### src/rtl/p874x_pkg.sv
// p874x_pkg: shared constants and helpers for the P874x bus mailbox.
//   BUS_W             - width of the core data bus
//   EMPTY_VAL_DEFAULT - byte returned on a bus read of an empty to-MCU FIFO
//   cnt_w()           - width of an occupancy count able to hold 0..depth
package p874x_pkg;
   localparam int BUS_W = 8;
   localparam logic [BUS_W-1:0] EMPTY_VAL_DEFAULT = 8'hFF;
   function automatic int cnt_w(input int depth);
      return $clog2(depth) + 1;
   endfunction
endpackage

### src/rtl/p874x_sync_fifo.sv
// p874x_sync_fifo: single-clock FIFO with exact occupancy count.
//   clk, rstb   - clock, asynchronous active-low reset (empties the FIFO)
//   push, din   - write request and data; accepted if not full or if a pop
//                 happens in the same cycle
//   pop         - read request; ignored while empty
//   head        - oldest entry (stale while empty)
//   full, empty - status
//   count       - occupancy, 0..DEPTH
module p874x_sync_fifo
   import p874x_pkg::*;
#(
   parameter int DEPTH = 8,
   parameter int WIDTH = 8
) (
   input  logic                      clk,
   input  logic                      rstb,
   input  logic                      push,
   input  logic [WIDTH-1:0]          din,
   input  logic                      pop,
   output logic [WIDTH-1:0]          head,
   output logic                      full,
   output logic                      empty,
   output logic [cnt_w(DEPTH)-1:0]   count
);
   localparam int AW = $clog2(DEPTH);
   localparam int CW = cnt_w(DEPTH);

   logic [WIDTH-1:0] mem_q [DEPTH];
   logic [AW-1:0]    wr_ptr_q, rd_ptr_q;
   logic [CW-1:0]    count_q;
   logic             push_eff, pop_eff;

   assign empty    = count_q == '0;
   assign full     = count_q == CW'(DEPTH);
   assign pop_eff  = pop && !empty;
   // A same-cycle pop frees the slot, so a push into a full FIFO still lands.
   assign push_eff = push && (!full || pop_eff);
   assign head     = mem_q[rd_ptr_q];
   assign count    = count_q;

   always_ff @(posedge clk or negedge rstb) begin
      if (!rstb) begin
         wr_ptr_q <= '0;
         rd_ptr_q <= '0;
         count_q  <= '0;
      end else begin
         if (push_eff) wr_ptr_q <= wr_ptr_q + AW'(1);
         if (pop_eff) rd_ptr_q <= rd_ptr_q + AW'(1);
         count_q <= count_q + CW'(push_eff) - CW'(pop_eff);
      end
   end

   always_ff @(posedge clk) begin
      if (push_eff) mem_q[wr_ptr_q] <= din;
   end
endmodule

### src/rtl/p874x_bus_mailbox.sv
// p874x_bus_mailbox: address-less RDb/WRb bus responder bridging the core to a host.
//   clk, rstb                 - core clock, asynchronous active-low reset
//   bus_wrb, bus_wdata        - core write strobe (active low) and data -> to-host FIFO
//   bus_rdb, bus_rdata        - core read strobe (active low) and data <- to-MCU FIFO
//   intb                      - active-low interrupt while MCU-bound data waits
//   host_wdata/wvalid/wready  - host stream into the to-MCU FIFO
//   host_rdata/rvalid/rready  - host stream out of the to-host FIFO
//   to_mcu_count/to_host_count - FIFO occupancies
//   ovf, unf, clr_flags       - sticky drop / empty-read flags and their clear
module p874x_bus_mailbox
   import p874x_pkg::*;
#(
   parameter int               DEPTH       = 8,
   parameter logic [BUS_W-1:0] EMPTY_VAL   = EMPTY_VAL_DEFAULT,
   parameter bit               IRQ_ON_DATA = 1'b1
) (
   input  logic                    clk,
   input  logic                    rstb,
   input  logic                    bus_wrb,
   input  logic                    bus_rdb,
   input  logic [BUS_W-1:0]        bus_wdata,
   output logic [BUS_W-1:0]        bus_rdata,
   output logic                    intb,
   input  logic [BUS_W-1:0]        host_wdata,
   input  logic                    host_wvalid,
   output logic                    host_wready,
   output logic [BUS_W-1:0]        host_rdata,
   output logic                    host_rvalid,
   input  logic                    host_rready,
   output logic [cnt_w(DEPTH)-1:0] to_mcu_count,
   output logic [cnt_w(DEPTH)-1:0] to_host_count,
   output logic                    ovf,
   output logic                    unf,
   input  logic                    clr_flags
);
   logic             wrb_q, rdb_q, armed_q, rd_hit_q, ovf_q, unf_q, intb_q;
   logic             armed_d, rd_hit_d, ovf_d, unf_d, intb_d;
   logic             wr_fall, rd_fall, rd_rise;
   logic             m_full, m_empty, m_pop, h_full, h_empty;
   logic [BUS_W-1:0] m_head;

   // Edges only count once both strobes have been seen high after reset, so a
   // strobe held low across reset release is not mistaken for a transaction.
   assign wr_fall = armed_q && !bus_wrb && wrb_q;
   assign rd_fall = armed_q && !bus_rdb && rdb_q;
   assign rd_rise = armed_q && bus_rdb && !rdb_q;
   assign m_pop   = rd_rise && rd_hit_q;

   p874x_sync_fifo #(.DEPTH(DEPTH), .WIDTH(BUS_W)) u_to_mcu (
      .clk(clk), .rstb(rstb),
      .push(host_wvalid && !m_full), .din(host_wdata), .pop(m_pop),
      .head(m_head), .full(m_full), .empty(m_empty), .count(to_mcu_count)
   );

   p874x_sync_fifo #(.DEPTH(DEPTH), .WIDTH(BUS_W)) u_to_host (
      .clk(clk), .rstb(rstb),
      .push(wr_fall), .din(bus_wdata), .pop(host_rready),
      .head(host_rdata), .full(h_full), .empty(h_empty), .count(to_host_count)
   );

   assign host_wready = !m_full;
   assign host_rvalid = !h_empty;
   assign ovf         = ovf_q;
   assign unf         = unf_q;
   assign intb        = intb_q;

   // After the fall cycle the read outcome is frozen in rd_hit_q, so host
   // pushes landing mid-read cannot change what the core samples.
   assign bus_rdata = ((!bus_rdb && !rdb_q) ? rd_hit_q : !m_empty) ? m_head : EMPTY_VAL;

   always_comb begin
      armed_d  = armed_q || (bus_wrb && bus_rdb);
      rd_hit_d = rd_fall ? !m_empty : (rd_rise ? 1'b0 : rd_hit_q);
      // A full FIFO implies non-empty, so host_rready here is a real pop.
      ovf_d    = (wr_fall && h_full && !host_rready) || (ovf_q && !clr_flags);
      unf_d    = (rd_fall && m_empty) || (unf_q && !clr_flags);
      intb_d   = !(IRQ_ON_DATA && (to_mcu_count != '0));
   end

   always_ff @(posedge clk or negedge rstb) begin
      if (!rstb) begin
         wrb_q    <= 1'b1;
         rdb_q    <= 1'b1;
         armed_q  <= 1'b0;
         rd_hit_q <= 1'b0;
         ovf_q    <= 1'b0;
         unf_q    <= 1'b0;
         intb_q   <= 1'b1;
      end else begin
         wrb_q    <= bus_wrb;
         rdb_q    <= bus_rdb;
         armed_q  <= armed_d;
         rd_hit_q <= rd_hit_d;
         ovf_q    <= ovf_d;
         unf_q    <= unf_d;
         intb_q   <= intb_d;
      end
   end
endmodule

### config.mk
export PLATFORM = sky130hd
export DESIGN_NAME = p874x_bus_mailbox
export DESIGN_NICKNAME = d
export VERILOG_FILES = /design/src/rtl/p874x_pkg.sv /design/src/rtl/p874x_sync_fifo.sv /design/src/rtl/p874x_bus_mailbox.sv
export SDC_FILE = /design/constraint.sdc
export NUM_CORES = 1
export LEC_CHECK = 0
export ABC_AREA = 1
export CAP_MARGIN = 10
export CORE_MARGIN = 3
export CORE_UTILIZATION = 34
export CTS_BUF_LIST = sky130_fd_sc_hd__clkbuf_8
export DETAILED_ROUTE_END_ITERATION = 6
export PLACE_DENSITY_LB_ADDON = 0.05
export SLEW_MARGIN = 20
export SYNTH_ARGS = -nofsm -noshare
export SYNTH_HDL_FRONTEND = slang
export SYNTH_SLANG_ARGS = --single-unit
### constraint.sdc
create_clock -name clk -period 2.5 [get_ports clk]
set_input_delay 0.5 -clock clk [delete_from_list [all_inputs] [get_ports clk]]
set_output_delay 0.5 -clock clk [all_outputs]
set_load 0.03 [all_outputs]
# --- Word-level counts from Yosys, hierarchy flattened ---
# Memory sizes are Yosys's and may differ from the RTL's.
# Index checks and enable logic that the tools add are counted.
word_totals:
  reg_bits: 27
  mem_bits_rw: 128
  input_bits: 23
  elab_cells: 71
  n_memories: 2
mem_list:
  columns: ["name", "words", "word_bits", "read_ports", "rd_ports_with_merged_regs", "write_ports", "line", "source"]
  rows:
  - ["u_to_host.mem_q", 8, 8, 1, 0, 1, "p874x_sync_fifo.sv:28", "logic [WIDTH-1:0] mem_q [DEPTH];"]
  - ["u_to_mcu.mem_q", 8, 8, 1, 0, 1, "p874x_sync_fifo.sv:28", null]
op_classes:
  addsub: 8
  n_eq_ne: 2
  muxes: 8
  reduce_logical: 38
op_table:
  columns: ["cell", "n"]
  rows:
  - ["1-bit logical AND", 19]
  - ["3-bit by 1-bit adder with 3-bit output, second input constant", 4]
  - ["1-bit logical NOT", 10]
  - ["4-bit by 1-bit adder with 4-bit output", 2]
  - ["4-bit == test, second input constant", 2]
  - ["4-bit logical NOT", 2]
  - ["8-bit two-way mux", 1]
  - ["4-bit by 1-bit subtractor with 4-bit output", 2]
  - ["1-bit two-way mux", 7]
  - ["1-bit logical OR", 5]
  - ["4-bit nonzero test", 1]
  - ["2-bit nonzero test", 1]

# --- Longest topological paths before layout ---
logic_depth:
  ltp_word: 8
  depth_mapped: 11
  depth_no_buf: 11

# --- Modules after synthesis ---
# A second synthesis with hierarchy kept.
hier_totals:
  hier_cells: 621
  hier_area_um2: 6894.1
modules_own_cells:
  columns: ["module", "instances", "cells_each", "area_each_um2"]
  rows:
  - ["p874x_sync_fifo (u_to_host)", 1, 289, 3260.6]
  - ["p874x_sync_fifo (u_to_mcu)", 1, 289, 3258.1]
  - ["p874x_bus_mailbox", 1, 43, 375.4]

# --- Least setup slack after synthesis ---
# OpenSTA, ideal clock, no wires.
synth_timing:
  path_kind: "reg2reg"
  start: "register u_to_host.count_q[2], in the netlist u_to_host.count[2]"
  end: "register u_to_host.count_q[2], in the netlist u_to_host.count[2]"
  setup_ps: 123
  arrival_ps: 2099
  setup_slack_ps: 279
  path_stages_with_launch: 11
  n_path_buf: 0
  cell_sequence: "dfrtp_1 > inv_1 > ha_1 > nand2_2 > nand2_2 > inv_2 > ha_1 > inv_1 > ha_1 > fa_1 > xor2_1"
synth_between:
  elab_chain_cells: 7
  word_cells_on_any_way: 9
  classes_between: "2 x add/sub; 1 x eq/ne; 6 x reduce/logical"
synth_rtl:
  columns: ["element", "line", "source"]
  rows:
  - ["from (decl)", "p874x_sync_fifo.sv:30", "logic [CW-1:0] count_q;"]
  - ["from (signal assigned)", "p874x_sync_fifo.sv:49", "count_q <= count_q + CW'(push_eff) - CW'(pop_eff);"]
  - ["4-bit logical NOT (*)", "p874x_sync_fifo.sv:33", "assign empty = count_q == '0;"]
  - ["1-bit logical NOT (*)", null, null]
  - ["net host_rvalid", "p874x_bus_mailbox.sv:28", "output logic host_rvalid,"]
  - ["1-bit logical AND (*)", "p874x_sync_fifo.sv:35", "assign pop_eff = pop && !empty;"]
  - ["net u_to_host.pop_eff", "p874x_sync_fifo.sv:31", "logic push_eff, pop_eff;"]
  - ["1-bit logical OR", "p874x_sync_fifo.sv:37", "assign push_eff = push && (!full || pop_eff);"]
  - ["1-bit logical AND", "p874x_sync_fifo.sv:37", null]
  - ["4-bit by 1-bit adder with 4-bit output", "p874x_sync_fifo.sv:49", null]
  - ["4-bit by 1-bit subtractor with 4-bit output (*)", "p874x_sync_fifo.sv:49", null]
# Mark *: on every way through the listed nets, which the timed path passes. The rest lies on a longest branch.
# A chain may end at the register's enable or synchronous reset.

# --- Final worst setup path ---
layout_timing:
  start: "register u_to_mcu.count_q[2], in the netlist u_to_mcu.count[2]"
  end: "output host_wready"
layout_between:
  elab_chain_cells: 2
layout_rtl:
  columns: ["element", "line", "source"]
  rows:
  - ["from (decl)", "p874x_sync_fifo.sv:30", null]
  - ["from (signal assigned)", "p874x_sync_fifo.sv:49", null]
  - ["4-bit == test", "p874x_sync_fifo.sv:34", "assign full = count_q == CW'(DEPTH);"]
  - ["1-bit logical NOT", "p874x_bus_mailbox.sv:61", "assign host_wready = !m_full;"]
  - ["to (decl)", "p874x_bus_mailbox.sv:26", "output logic host_wready,"]
# No other way between the ends.

==> results.md <==
* Status: complete, no violations
* DP Area at 7570 sq um
* Port Buffer Count at 51
* Syn_area_per_cell at 11.5 sq um
* Initial antenna violation count at 0
* Fmax at 421 MHz
* RSZ-0062 raised after global routing: yes
* Yosys reg bits at 155
* Final wirelength at 14.6 mm
* Syn Nets at 623
* Top cells by area, synth: edfxtp_1 57%, nand2_1 9.2%, dfrtp_1 8.9%, nand3_1 5.1%, ha_1 2.8%
* Clock sinks at 155
* Share of cells above drive strength 1 at 17.9%
* Via Count at 4331
* Postcts setup bufs at 0
* Non-Filler Cell Area, Final at 8040 sq um
* Cell variety after synth at 33
* CP Class: register to output port
* Main combinational cell family by area after synthesis: simple AND/OR/NAND/NOR gates
* Area Growth Syn to Fin at 19.5%
* Slowest-stage cell, CP: clkdlybuf4s50_1
* H-tree depth at 4
* Boundary Pins at 52
* Tot Pwr at 9.56 mW
* CP Cell Sequence: inv_1 > ha_1 > nand3_2 > clkdlybuf4s50_1
* NetSw at 3.74 mW
* CP Capture Type: output port
* Die W at 147 microns
* Synth top area share at 57.2%
* Largest net degree at the start of global routing at 34
* Worst min path class: primary input to asynchronous set/reset pin
* Crit path max-delay family: buffers and inverters
* Worst Path Buf+Inv at 2
* Slew Viols, Final at 0
* Post-Synth Adder-Cell Area at 3.39%
* Worst setup SP type: register
* Sequential share of power at 36.3%
* First-pass DRT Iterations at 6
* Global-route wire length before repair at 23.3 mm
* Worst EP arrival at 1.87 ns
* Clk pin slew, worst setup/hold paths at 0.09 ns
* Final Util at 42.1%
* Synth Cell Area at 6730 sq um
* Slew @ Worst Pin at 0.381 ns
* Initial Util at 35.2%
* Worst Path Max Fanout at 3
* Fraction of synthesized area in multiplexers at 0%
* Internal at 5.82 mW
* Antenna Violating Nets Remaining at 0
* Vias/cell at 4.63
* Yosys warnings at 0
* Initial detailed-routing violation count at 221
* DPL Wire Length at 9.86 mm
* Vias in the first global route at 4258
* Die H at 147 microns
* Pleak at 3.19 nW
* Comb pwr share at 41.1%
* Post-Synthesis Cells at 583
* Power Dens Cells at 1190 nW/um^2
* Period utilization at 95.0%
* Nets@finish at 703
* FP Rows at 50
* Post-synth top area cell: edfxtp_1
* Final setup violation count at 0
* Clock Tree Root: clkbuf_8
* Sw Share at 39.1%
* Core Box Area at 19100 sq um
* Post-Synth Simple-Gate Area at 19.2%
* Antenna cells at 0
* Clock Skews at 0.0152 ns
* Placer Congestion at 0.741
* Clk pwr share at 22.5%
* Compound-cell area share of the yosys netlist at 3.63%
* Worst slew margin at 74.6%
* Drt drc at 0
* Maximum vdd ir drop at 0.512 mV
* Total track usage at 14.1%
* Fill cell count at 1801
* Register area share after synthesis at 67.3%
* CP max stage delay at 0.68 ns
* Max-Cap Viols at 0
* Post-synthesis xor/xnor area fraction at 0.781%
* Global route overflow at 0
* Later-pin clock latency in the skew report at 0.46 ns
* Avg WL per Cell at 15.6 microns
* Total CTS buffers at 17
* Final-report hold violation count at 0
* Final Critical Period at 2.37 ns
* Clk buf depth at 2
* CP required at 2.00 ns
* Die Area at 21500 sq um
* CTS tree: yes
==> kinds of logic (layout without fill, tap and decap cells) <==
group / count (synthesis) / count (layout)
and+or+nand+nor: 296 / 296
DFF: 155 / 155
buffers and inverters: 66 / 159
AOI/OAI and AO/OA: 43 / 43
adders and majority gates: 17 / 17
xor gates and xnor gates: 6 / 6
==> stage by stage <==
stage | setup slack [ns] | setup TNS [ns] | instances | hold WS, ns
after CTS | 0.0158 | 0 | 936 | 0.405
after global routing | -0.00409 | -0.00409 | 936 | 0.444
after global placement | 0.143 | 0 | 904 | 0.506
final | 0.125 | 0 | 936 | 0.419
after detailed placement | 0.0925 | 0 | 904 | 0.504
after floorplan | 0.279 | 0 | 583 | 0.204
==> layout by cell type, fill, tap and decap left out, types with 17 or more instances in the layout <==
cell	instances
nand2_1	165
edfxtp_1	128
nand3_1	68
buf_4	43
inv_1	35
clkdlybuf4s50_1	35
nor2_1	34
dfrtp_1	23
o21ai_1	22
clkbuf_8	17
==> cell usage after synthesis, drive strengths merged <==
master,instances
dfstp,3
nor2,43
nand3,73
o21bai,1
nor3b,1
o211ai,8
clkbuf,1
ha,15
fa,2
buf,21
o22ai,2
a21oi,2
or2,1
edfxtp,128
xnor2,4
inv,43
clkinv,1
dfrtp,24
xor2,2
nand2,178
o21ai,30
==> worst paths after layout <==
check / startpoint / to / slack (ns) / depth (start not counted)
setup reg to reg: u_to_host.count[2]$_DFF_PN0_ / u_to_host.count[2]$_DFF_PN0_ / 0.41 / 10
hold / removal: rstb / u_to_host.wr_ptr_q[2]$_DFFE_PN0P_ / 0.42 / 2
hold reg to reg: u_to_host.wr_ptr_q[2]$_DFFE_PN0P_ / u_to_host.wr_ptr_q[2]$_DFFE_PN0P_ / 0.52 / 2
max in group asynchronous: rstb / intb$_DFF_PN1_ / 1.76 / 2
min in group clk: bus_rdb / rdb_q$_DFF_PN1_ / 0.52 / 1
setup / recovery: u_to_mcu.count[2]$_DFF_PN0_ / host_wready / 0.13 / 4
==> final cells by class <==
| type | count | area, sq um | share of cell area (%) |
|---|---|---|---|
| tap | 260 | 325 | 4.05 |
| inverter | 44 | 178 | 2.21 |
| sequential | 155 | 4520 | 56.3 |
| multi-input combinational | 362 | 1830 | 22.8 |
| clock buffer | 17 | 234 | 2.91 |
| clock inverter | 15 | 221 | 2.76 |
| timing repair buffer | 83 | 723 | 9.00 |
==> sequential cells by signal, summed over array words and instances (netlist names) <==
register            flops
armed_q                 1
intb                    1
ovf                     1
rd_hit_q                1
rdb_q                   1
u_to_host.count         4
u_to_host.mem_q        64
u_to_host.rd_ptr_q      3
u_to_host.wr_ptr_q      3
u_to_mcu.count          4
u_to_mcu.mem_q         64
u_to_mcu.rd_ptr_q       3
u_to_mcu.wr_ptr_q       3
unf                     1
wrb_q                   1
==> routing by layer <==
layer / global-route usage, % / part of all wire, % / vias to the layer above
met3: 3.10 / 3.3 / 17
met2: 22.0 / 46 / 69
met1: 19.2 / 49 / 2110
met5: 0 / 0 / -
met4: 5.46 / 1.8 / 0
li1: - / - / 2135
==> power by group through the flow <==
stage               registers, mW  clock network (mW)  logic, mW
floorplan                    3.57                   0       2.73
global placement             3.53                   0       3.99
detailed placement           3.53                   0       4.02
CTS                          3.48                2.21       4.01
global route                 3.52                2.32       4.40
finish                       3.47                2.15       3.93
==> repair_timing <==
| action | in CTS | in global routing |
|---|---|---|
| gates resized for setup | 6 | 8 |
| hold buffers | 0 | 0 |
| endpoints found under the setup margin | 3 | 13 |
(Power assumes the default switching activity.)
